==> src/rtl/oscillator.sv <==
// Programmable integer clock divider.
// Derives a registered, near-50% duty clock `oclk` from `clk`, with a
// one-cycle `tick` at each rising edge of `oclk` and a `locked` flag that
// asserts once the divisor has been stable for LOCK_CYCLES full periods.
module oscillator #(
    parameter int DIV_W       = 8,
    parameter int DEFAULT_DIV = 2,
    parameter int LOCK_CYCLES = 16
) (
    input  logic             clk,
    input  logic             areset,
    input  logic             en,
    input  logic [DIV_W-1:0] div,
    output logic             oclk,
    output logic             tick,
    output logic             locked
);

    localparam int LCW        = $clog2(LOCK_CYCLES + 1);
    localparam int RST_DIV_I  = (DEFAULT_DIV < 2) ? 2 : DEFAULT_DIV;
    localparam logic [DIV_W-1:0] RST_DIV  = RST_DIV_I[DIV_W-1:0];
    localparam logic [DIV_W-1:0] MIN_DIV  = DIV_W'(2);
    localparam logic [LCW-1:0]   LOCK_MAX = LCW'(LOCK_CYCLES);

    logic [DIV_W-1:0] cnt_q, cnt_d;        // phase within the current period
    logic [DIV_W-1:0] div_q, div_d;        // active divisor N
    logic [LCW-1:0]   lock_cnt_q, lock_cnt_d;
    logic             locked_q, locked_d;
    logic             run_q, run_d;        // a period is in progress
    logic             oclk_q, oclk_d;
    logic             tick_q, tick_d;

    logic [DIV_W-1:0] div_clamp;
    logic             period_end;

    // Divisors below 2 cannot form a high and a low phase, so they run as 2.
    assign div_clamp  = (div < MIN_DIV) ? MIN_DIV : div;
    assign period_end = (cnt_q == div_q - DIV_W'(1));

    // Next-state: enable gate, period start (divisor sample + lock), or advance.
    always_comb begin
        cnt_d      = cnt_q;
        div_d      = div_q;
        lock_cnt_d = lock_cnt_q;
        locked_d   = locked_q;
        run_d      = run_q;
        oclk_d     = 1'b0;
        tick_d     = 1'b0;
        if (!en) begin
            // Park low and forget lock; restart cleanly on re-enable.
            cnt_d      = '0;
            run_d      = 1'b0;
            lock_cnt_d = '0;
            locked_d   = 1'b0;
        end else if (!run_q || period_end) begin
            // Period start: the only point where `div` is looked at.
            cnt_d  = '0;
            run_d  = 1'b1;
            oclk_d = 1'b1;
            tick_d = 1'b1;
            if (div_clamp != div_q) begin
                div_d      = div_clamp;
                lock_cnt_d = '0;
            end else if (run_q && lock_cnt_q != LOCK_MAX) begin
                // Only a period that actually completed counts toward lock.
                lock_cnt_d = lock_cnt_q + LCW'(1);
            end
            locked_d = (lock_cnt_d == LOCK_MAX);
        end else begin
            cnt_d  = cnt_q + DIV_W'(1);
            // High while phase < ceil(N/2), i.e. 2*phase < N.
            oclk_d = ({cnt_d, 1'b0} < {1'b0, div_q});
        end
    end

    // State registers with asynchronous active-low reset.
    always_ff @(posedge clk or negedge areset) begin
        if (!areset) begin
            cnt_q      <= '0;
            div_q      <= RST_DIV;
            lock_cnt_q <= '0;
            locked_q   <= 1'b0;
            run_q      <= 1'b0;
            oclk_q     <= 1'b0;
            tick_q     <= 1'b0;
        end else begin
            cnt_q      <= cnt_d;
            div_q      <= div_d;
            lock_cnt_q <= lock_cnt_d;
            locked_q   <= locked_d;
            run_q      <= run_d;
            oclk_q     <= oclk_d;
            tick_q     <= tick_d;
        end
    end

    assign oclk   = oclk_q;
    assign tick   = tick_q;
    assign locked = locked_q;

endmodule

==> config.mk <==
export PLATFORM = sky130hd
export DESIGN_NAME = oscillator
export DESIGN_NICKNAME = d
export VERILOG_FILES = /design/src/rtl/oscillator.sv
export SDC_FILE = /design/constraint.sdc
export NUM_CORES = 1
export LEC_CHECK = 0
export CORE_MARGIN = 2
export CORE_UTILIZATION = 40
export CTS_BUF_LIST = sky130_fd_sc_hd__clkbuf_4 sky130_fd_sc_hd__clkbuf_8
export DETAILED_ROUTE_END_ITERATION = 10
export GPL_TIMING_DRIVEN = 0
export MAX_ROUTING_LAYER = met4
export PLACE_DENSITY_LB_ADDON = 0.3
export SLEW_MARGIN = 25
export SYNTH_ARGS = -nofsm -noshare
export SYNTH_HDL_FRONTEND = slang
export SYNTH_SLANG_ARGS = --single-unit
==> constraint.sdc <==
create_clock -name clk -period 3.55 [get_ports clk]
set_clock_uncertainty 0.05 [all_clocks]
set_input_delay 0.5325 -clock clk [delete_from_list [all_inputs] [get_ports clk]]
set_output_delay 0.5325 -clock clk [all_outputs]
set_load 0.02 [all_outputs]
======== After elaboration in Yosys (flattened, before gate mapping) ========
Cells that the tools add are included.
W data, S select, Z words.
word-level totals
  register bits after elaboration ......... 25
  bits in latches ......................... 0
  bits in writable memories ............... 0
  ROM bits ................................ 0
  input port bits ......................... 11
  output and inout port bits .............. 3
  memories kept ........................... 0
cells by class
  add/sub/neg operators ................... 3
  multiply operators ...................... 0
  divide/modulo/power cells ............... 0
  $lt $le $gt $ge ......................... 2
  equal/unequal tests ..................... 5
  shift-type cells ........................ 0
  multiplexer cells ....................... 17
  bitwise logic cells ..................... 0
  reductions and logical operators ........ 4
operators with widths
  cell                   number
  $mux W5                6
  $mux W8                3
  $lt A9 B8 Y1           1
  $add A8 B1 Y8 const B  1
  $eq A8 B8 Y1           1
  $lt A8 B2 Y1 const B   1
  $mux W1                8
  $ne A8 B8 Y1           1
  $sub A8 B1 Y8 const B  1
  $add A5 B1 Y5 const B  1
  $eq A5 B5 Y1 const B   1
  $ne A5 B5 Y1 const B   1
  $reduce_and A3 Y1      1
  $ne A2 B1 Y1 const B   1
  $logic_and A1 B1 Y1    1
  $logic_not A1 Y1       1
  $logic_or A1 B1 Y1     1

======== Longest topological paths before layout ========
Gate-level depths: netlist of run 1.
  depth in word-level cells ............... 9
  depth in mapped cells ................... 10

======== Worst setup path before layout of run 1 ========
No wires, ideal clock.
  path kind ............................... reg2reg
  from .................................... register div_q[1]
  to ...................................... register div_q[2]
  arrival ................................. 2.198 ns
  path slack .............................. 1.177 ns
  cell stages (with the launch flop) ...... 10
  path buffers ............................ 1
  cells stage by stage .................... dfstp_2 > buf_2 > inv_1 > ha_1 > xnor2_1 > nor2_1 > o2111ai_1 > o31ai_4 > nand3b_4 > mux2_4
on the way
  cells in the longest elaborated chain, start to end .. 4
  elaborated cells between the ends (all ways) .. 5
  those cells by class .................... add/sub (1); eq/ne (2); reduce/logical (2)
RTL lines
  element                               RTL line  RTL
  from (decl)                           26        logic [DIV_W-1:0] div_q, div_d;
  from (signal assigned)                88        div_q <= div_d;
  $sub A8 B1 Y8                         38        assign period_end = (cnt_q == div_q - DIV_W'(1));
  $eq A8 B8 Y1                          38
  $logic_or A1 B1 Y1                    55        end else if (!run_q || period_end) begin
  $reduce_and A3 Y1 (no source line) *  -
Every way passes the cells marked *; elsewhere a longest branch is shown, timed or not.
A chain may end at the register's enable or synchronous reset.

======== Final worst setup path of run 1 ========
  from .................................... input div[7]
  to ...................................... register div_q[5]
on the way
  cells in the longest elaborated chain, start to end .. 4
RTL lines
  element                             RTL line  RTL
  from (decl)                         13        input logic [DIV_W-1:0] div,
  $lt A8 B2 Y1                        37        assign div_clamp = (div < MIN_DIV) ? MIN_DIV : div;
  $mux W8 *                           37
  $ne A8 B8 Y1                        61        if (div_clamp != div_q) begin
  $reduce_and A3 Y1 (no source line)  -
Marks and branches as above.

==> results of run 1 <==
-- cell usage after synthesis (all sizes together), types with 5 or more instances --
library cell  number  area [sq um]
dfrtp             24           601
inv               15          56.3
nand2             14          52.6
xnor2             13           114
xor2              12           105
ha                11           138
nor2              10          37.5
a21oi              9          45.0
buf                7          46.3
nor3               7          35.0
mux2               6          90.1
nand4              6          43.8
nand3              5          25.0
nor2b              5          31.3
o21ai              5          25.0
-- where the power goes --
group | switching, mW | total, mW | internal, mW
Clock | 0.0930 | 0.181 | 0.0881
Sequential | 0.0188 | 0.322 | 0.304
Combinational | 0.111 | 0.210 | 0.0990
-- metrics by stage --
stage,cells,hold slack [ps],instance area (sq um)
2_1_floorplan,190,187,1850
3_3_place_gp,255,480,2050
3_5_place_dp,255,485,2040
4_1_cts,259,212,2090
5_1_grt,259,241,2090
6_report,259,198,2090
-- registers in the layout, summed over array words and instances, names as in the netlist --
name        flops
cnt_q           8
div_q           8
lock_cnt_q      5
locked          1
oclk            1
run_q           1
tick            1
-- path summary, 6_finish.rpt --
path | slack, ps | startpoint | end
max in group asynchronous | 2870 | areset | cnt_q[3]
worst min-delay path | 200 | areset | div_q[6]
min in group clk | 500 | locked | locked
worst max register to register | 920 | div_q[1] | div_q[3]
worst min register to register | 500 | locked | locked
worst max-delay path | 850 | div[7] | div_q[5]
-- cell usage in the layout (no fill, tap or decap), types with 5 or more instances in the layout --
cell type / n
ha_1: 11
nand2_1: 14
clkdlybuf4s50_1: 12
inv_1: 15
xnor2_1: 13
nor2b_1: 5
nor2_1: 10
mux2_4: 6
nand3_1: 5
buf_2: 5
dfrtp_1: 24
xor2_1: 12
a21oi_1: 9
nor3_1: 7
nand4_1: 5
-- area by class of cell --
cell class | instances | area share [%]
clock buffers | 4 | 2.33
well taps | 52 | 3.11
plain buffers | 10 | 2.75
flip-flops and latches | 25 | 30.0
repair buffers | 13 | 5.98
inverters | 15 | 2.69
multi-input cells | 140 | 53.1
-- cells by family (layout without fill, tap and decap cells) --
logic type               Yosys count  after routing  share of synthesized area, %
AND/OR/NAND/NOR                   64             64                          20.5
adder cells (fa/ha/maj)           11             11                          7.43
XOR/XNOR                          25             25                          11.8
buffers and inverters             25             42                          6.15
multiplexers                       8              8                          5.95
flip-flops                        25             25                          33.9
AO/OA/AOI/OAI                     32             32                          14.3
-- worst max-delay path, stage by stage --
cell             delay [ps]
clkdlybuf4s50_1         490
nor4_4                  440
nand4_2                 200
a2111oi_4               520
nand3b_4                320
mux2_4                  310
-- per-layer routing --
metal	wire, um	share of wire (%)	GRT usage [%]
met5	0	0	-
met4	79	2.2	6.50
met3	97	2.7	1.39
met2	1570	43	22.2
met1	1880	52	23.0
==> flow_summary.ini, run 1 <==
[outcome]
status = finished clean

[layout]
diodes = 0
drive_gt1_share_pct = 14.5
final_core_util_pct = 47.4
fillerInstances = 419
nNetsFinal = 230
multiInputGateArea_sq_um = 1110
area_delta_synth_final_pct = 12.9
ff_latch_area_sq_um = 627

[cts]
clockRootBuffer = clkbuf_8
cts_setup_buffers = 0
ctsResizeCount = 0
ctsHoldBuffers = 0
cts.sinks = 25
cts_made_buffers = 3
clk_latency_ps = 270
htreeDepth = 1
clk_pin_slew_worst_paths_ps = 90
cts_buffer_depth = 2
cts_tree = yes

[power_and_ir_drop]
cellPowerDensity_nw_per_um2 = 341
total_power_mw = 0.714
p_leak_nw = 0.934
ir_worst_vdd_v = 0.000170

[drt]
final_antenna_net_count = 0
drt-pass1-iter-count = 4
drt_wl_total_mm = 3.63
num_vias = 1380
drt_iter0_drc = 40
route.detailed.drc = 0
avgViaCountPerCell = 5.33
wl_per_cell_um = 14.0

[sta]
finalMaxSlewViolations = 0
worstMarginPinSlew_ps = 578
fin_crit_sh_pct = 76.1
fin_crit_ps = 2700
fin_setup_tns_ps = 0
timing.final.hold_violations = 0
rsz0062_at_grt = false
setup_viol = 0
worst_slack_ps = 848
fmax_mhz = 370
timing.slew.headroom_pct = 61.4

[floorplanning]
core_area_sq_um = 4410
die_area_sq_um = 5190
die_w_um = 72.0
num_rows = 24
io_pins = 14
start_util_pct = 42.0
dieHeight_um = 72.0

[global_route]
grt_usage_pct = 15.7
grt_pass1_vias = 1311
grt-ovfl-total = 0
grt_antenna_before_repair = 0
grt_max_degree = 26
grt_first_pass_wirelength_mm = 6.22

[placement]
port_buffers = 13
gp_congestion = 0.888
dp_hpwl_mm = 2.74
place_ws_ps = 561

[critical_path]
path_class = input port to flip-flop
required_ps = 3660
worst_ep_arrival_time_ps = 2810
cp_max_fo = 7
crit_path_end_kind = flip-flop
cp-start-kind = input port
reg2reg_depth = 9

[logic_synthesis]
synth-seq-cells = 25
synthArstFlopShare_pct = 100
yosysWarnings = 0
synthesis.area_sq_um = 1850
synth_cells = 190
synth_flop_cell = dfrtp_1
synth_edf_count = 0
syn_nets = 212
ys_seq_area_share_pct = 33.9
synth_cell_types = 49
postSynthAreaPerCell_sq_um = 9.75

[job]
cap_violations = 0

[min_path]
hold_path_class = input port to asynchronous set/reset pin
(Power assumes the default switching activity.)
==> inputs of run 2 (changes only) <==
clock period = 2.7 ns   (was 3.55 ns; I/O delays follow)
==> run 2 against run 1 <==
Combinational power increased by 33%. Critical path type unchanged. Global-route usage unchanged. Flip-flop and latch count unchanged. Sequential power increased by 32%.
==> flow_summary.ini, run 2 (synthesis results as in run 1) <==
[sta]
worst_slack_ps = 122
rsz0062_at_grt = false
fin_crit_sh_pct = 95.5
whs_ps = 74.0
timing.final.hold_violations = 0
fin_crit_ps = 2580
setup_viol = 0
fmax_mhz = 388
finalMaxSlewViolations = 0
timing.slew.headroom_pct = 61.0
worstMarginPinSlew_ps = 585

[floorplanning]
core_area_sq_um = 4410
start_util_pct = 42.0
die_area_sq_um = 5190
io_pins = 14
num_rows = 24
die_w_um = 72.0
dieHeight_um = 72.0

[critical_path]
required_ps = 2810
path_class = input port to flip-flop
path_cells = clkdlybuf4s50_1 > nor4_4 > nand4_2 > a2111oi_4 > nand3b_4 > mux2_4
cp_slowest_cell = a2111oi_4
crit_path_end_kind = flip-flop
critPathMaxStageDelay_ps = 520
cp_max_fo = 7
worst_ep_arrival_time_ps = 2690
cp-start-kind = input port
cp_num_buf_inv = 1
cp_top_family = simple AND/OR/NAND/NOR gates

[placement]
placedCellCount = 255
dp_hpwl_mm = 2.74
place_ws_ps = -161
port_buffers = 13
gp_congestion = 0.888

[layout]
area_delta_synth_final_pct = 13.2
layout_commonest_cell = dfrtp_1
diodes = 0
drive_gt1_share_pct = 15.0
reg_top3 = cnt_q x8, div_q x8, lock_cnt_q x5
instances_no_fill = 259
nNetsFinal = 230
layout_common_cells = dfrtp_1 (24), inv_1 (15), nand2_1 (14)

[power_and_ir_drop]
power.share.sequential_pct = 45.0
cellPowerDensity_nw_per_um2 = 449
switching_share_pct = 31.4
p_leak_nw = 0.934
p_int_mw = 0.646
p_clk_share_pct = 25.2
combPwrFrac_pct = 29.7
total_power_mw = 0.941
ir_worst_vdd_v = 0.000224
p_sw_mw = 0.295

[global_route]
grt_usage_pct = 15.7
grt_pass1_vias = 1311
grt_antenna_before_repair = 0
grt_first_pass_wirelength_mm = 6.22
grt-ovfl-total = 0
grt_max_degree = 26

[drt]
drt_wl_total_mm = 3.63
num_vias = 1372
final_antenna_net_count = 0
avgViaCountPerCell = 5.30
drt-pass1-iter-count = 4
wl_per_cell_um = 14.0
route.detailed.drc = 0
drt_iter0_drc = 45

[cts]
cts.sinks = 25
clk_pin_slew_worst_paths_ps = 90
htreeDepth = 1
cts_setup_buffers = 0
cts_made_buffers = 3
clockRootBuffer = clkbuf_8
cts_buffer_depth = 2
clk_latency_ps = 270
cts_tree = yes

[min_path]
hold_path_class = input port to asynchronous set/reset pin

[job]
cap_violations = 0

[outcome]
status = finished clean
-- run 2: cell counts in the layout (fill, tap and decap cells not counted) --
Identical to the previous run, type by type.
-- run 2: final cells by class --
| cell class | count | area, sq um |
|---|---|---|
| flip-flops and latches | 25 | 627 |
| clock buffers | 4 | 48.8 |
| well taps | 52 | 65.1 |
| multi-input cells | 140 | 1120 |
| repair buffers | 13 | 125 |
| fillers | 417 | 2320 |
| inverters | 15 | 56.3 |
| plain buffers | 10 | 57.6 |
-- run 2: per-layer routing --
layer	up-vias	global-route usage (%)	routed length [um]
met3	5	1.39	95
met2	21	22.2	1590
met4	0	6.50	57
met1	650	23.0	1890
met5	-	-	0
li1	696	-	-
-- run 2: path summary, 6_finish.rpt --
kind	from	endpoint	slack, ps	cells after the start
worst max-delay path	div[7]	div_q[5]	120	6
worst min-delay path	areset	tick	70	1
worst max register to register	div_q[1]	div_q[3]	150	9
worst min register to register	locked	locked	500	2
max in group asynchronous	areset	cnt_q[3]	2140	1
min in group clk	locked	locked	500	2
-- run 2: what timing repair did --
| item | 4_1_cts | 5_1_grt |
|---|---|---|
| resized for setup | 0 | 1 |
| setup endpoints to repair | 0 | 10 |
| hold buffers | 0 | 0 |
-- run 2: power by group through the flow --
stage	Clock [mW]	Combinational [mW]	Sequential, mW
finish	0.237	0.280	0.424
global route	0.264	0.310	0.428
CTS	0.247	0.279	0.425
detailed placement	0	0.278	0.432
global placement	0	0.274	0.432
floorplan	0	0.207	0.428
-- run 2: worst register-to-register path: cells and delay by family (launching register included) --
family | cells | cell delay (ps)
AO/OA/AOI/OAI | 2 | 470
XOR/XNOR | 1 | 130
adder cells (fa/ha/maj) | 1 | 290
buffers and inverters | 2 | 290
flip-flops | 1 | 520
multiplexers | 1 | 350
AND/OR/NAND/NOR | 2 | 350
-- run 2: metrics by stage --
stage | TNS (ps) | instance area (sq um) | utilization, %
6_report | 0 | 2100 | 47.5
5_1_grt | 0 | 2100 | 47.5
4_1_cts | 0 | 2090 | 47.4
3_5_place_dp | -1010 | 2040 | 46.3
3_3_place_gp | -923 | 2050 | 46.4
2_1_floorplan | 0 | 1850 | -
==> inputs of run 3 (changes only) <==
SETUP_SLACK_MARGIN = 0.4   (was default)
clock period = 2.4 ns   (was 2.7 ns; I/O delays follow)
==> run 3 against run 2 <==
Critical path depth is 3 higher. Die area stayed put. Utilization is 3.3 points higher. Register-to-register slack worse by 90 ps. Non-clock buffer count is 10 higher. Wire length is 5.9% higher. Clock power is 12% higher. First-iteration DRC count is 20% lower. Sequential power is 13% higher. Critical path type is now flip-flop to flip-flop. Highest routed layer unchanged.
==> flow_summary.ini, run 3 (synthesis results as in run 1) <==
[outcome]
status = finished clean

[power_and_ir_drop]
p_leak_nw = 0.988
power.share.sequential_pct = 43.1
p_int_mw = 0.761
total_power_mw = 1.11
cellPowerDensity_nw_per_um2 = 495
ir_worst_vdd_v = 0.000261
combPwrFrac_pct = 33.0
p_clk_share_pct = 23.9
p_sw_mw = 0.348
switching_share_pct = 31.4

[floorplanning]
dieHeight_um = 72.0
die_area_sq_um = 5190
num_rows = 24
io_pins = 14
start_util_pct = 42.0
core_area_sq_um = 4410
die_w_um = 72.0

[sta]
fmax_mhz = 427
setup_viol = 0
finalMaxSlewViolations = 0
whs_ps = 34.3
fin_crit_ps = 2340
timing.slew.headroom_pct = 60.7
timing.final.hold_violations = 0
fin_crit_sh_pct = 97.6
worstMarginPinSlew_ps = 590
rsz0062_at_grt = true

[placement]
port_buffers = 13
gp_congestion = 0.850
dp_hpwl_mm = 2.77

[drt]
avgViaCountPerCell = 5.32
route.met3.wl_um = 135
wl_met1_mm = 2.04
final_antenna_net_count = 0
wl_per_cell_um = 14.3
drt_iter0_drc = 36
routed-wl-met2_mm = 1.62
num_vias = 1432
drt-pass1-iter-count = 4
drt_wl_total_mm = 3.85
routed.top_layer = met4
route.detailed.drc = 0

[job]
cap_violations = 0

[cts]
clk_pin_slew_worst_paths_ps = 90
cts_made_buffers = 3
cts_tree = yes
clockRootBuffer = clkbuf_8
htreeDepth = 1
clk_latency_ps = 270
cts.sinks = 25
cts_buffer_depth = 2

[global_route]
grt_max_degree = 26
grt_usage_pct = 16.7
grt_first_pass_wirelength_mm = 6.62
grt_antenna_before_repair = 0
grt-ovfl-total = 0
grt_pass1_vias = 1403

[layout]
area_delta_synth_final_pct = 21.1
nNetsFinal = 240
reg_top3 = cnt_q x8, div_q x8, lock_cnt_q x5
drive_gt1_share_pct = 23.0
layout_commonest_cell = dfrtp_1
diodes = 0
layout_common_cells = dfrtp_1 (23), nand2_1 (14), inv_1 (13)

[critical_path]
path_cells = buf_6 > inv_4 > ha_4 > xnor2_2 > nor2_1 > o2111ai_2 > o31ai_4 > nand3b_4 > mux2_4
cp_slowest_cell = dfstp_2
cp-start-kind = flip-flop
crit_path_end_kind = flip-flop
cp_max_fo = 7
cp_num_buf_inv = 2
critPathMaxStageDelay_ps = 530
worst_ep_arrival_time_ps = 2450
required_ps = 2510
path_class = flip-flop to flip-flop
cp_top_family = flip-flops

[min_path]
hold_path_class = input port to asynchronous set/reset pin
[run 3: worst reg2reg max path, stage by stage (launching register included)]
cell,delay (ps)
dfstp_2,530
buf_6,110
inv_4,40
ha_4,230
xnor2_2,120
nor2_1,130
o2111ai_2,190
o31ai_4,280
nand3b_4,200
mux2_4,350
[run 3: power groups by stage]
stage	Combinational [mW]	Clock, mW	Sequential [mW]
after CTS	0.351	0.281	0.478
after global placement	0.324	0	0.486
after detailed placement	0.329	0	0.487
after global routing	0.405	0.297	0.480
final	0.366	0.265	0.478
after floorplan	0.247	0	0.482
[run 3: path summary, 6_finish.rpt]
kind,startpoint,endpoint,slack (ps),depth (start not counted)
max in group asynchronous,areset,cnt_q[0],1850,1
max reg2reg,div_q[1],div_q[5],60,9
min reg2reg,locked,locked,500,2
min,areset,div_q[2],30,1
min in group clk,locked,locked,500,2
max,div_q[1],div_q[5],60,9
[run 3: stage by stage]
| step | setup WS [ps] | std cells | cell area (sq um) | util, % | setup TNS (ps) |
|---|---|---|---|---|---|
| floorplan | 217 | 190 | 1880 | - | 0 |
| detailed placement | -447 | 255 | 2070 | 46.9 | -3930 |
| CTS | 83.5 | 268 | 2210 | 50.0 | 0 |
| global route | -31.7 | 269 | 2240 | 50.8 | -124 |
| global placement | -414 | 255 | 2070 | 47.0 | -3540 |
| finish | 58.5 | 269 | 2240 | 50.8 | 0 |
[run 3: cell type report]
| cell class | instances | area, sq um |
|---|---|---|
| Buffer | 10 | 68.8 |
| Clock buffer | 4 | 48.8 |
| Fill cell | 412 | 2170 |
| Inverter | 15 | 58.8 |
| Multi-Input combinational cell | 140 | 1170 |
| Sequential cell | 25 | 628 |
| Tap cell | 52 | 65.1 |
| Timing Repair Buffer | 23 | 201 |
[run 3: what timing repair did]
item / in CTS / in global routing
setup buffers: 9 / 1
gates resized for setup: 8 / 6
pin swaps: 10 / 2
endpoints found under the hold margin: 0 / 0
endpoints found under the setup margin: 24 / 24
hold buffers: 0 / 0
[run 3: metal layers]
layer  up-vias  global-route usage [%]
li1        714                       -
met1       688                    24.3
met2        26                    24.5
met3         4                    1.53
met4         0                    5.66
met5         -                       -
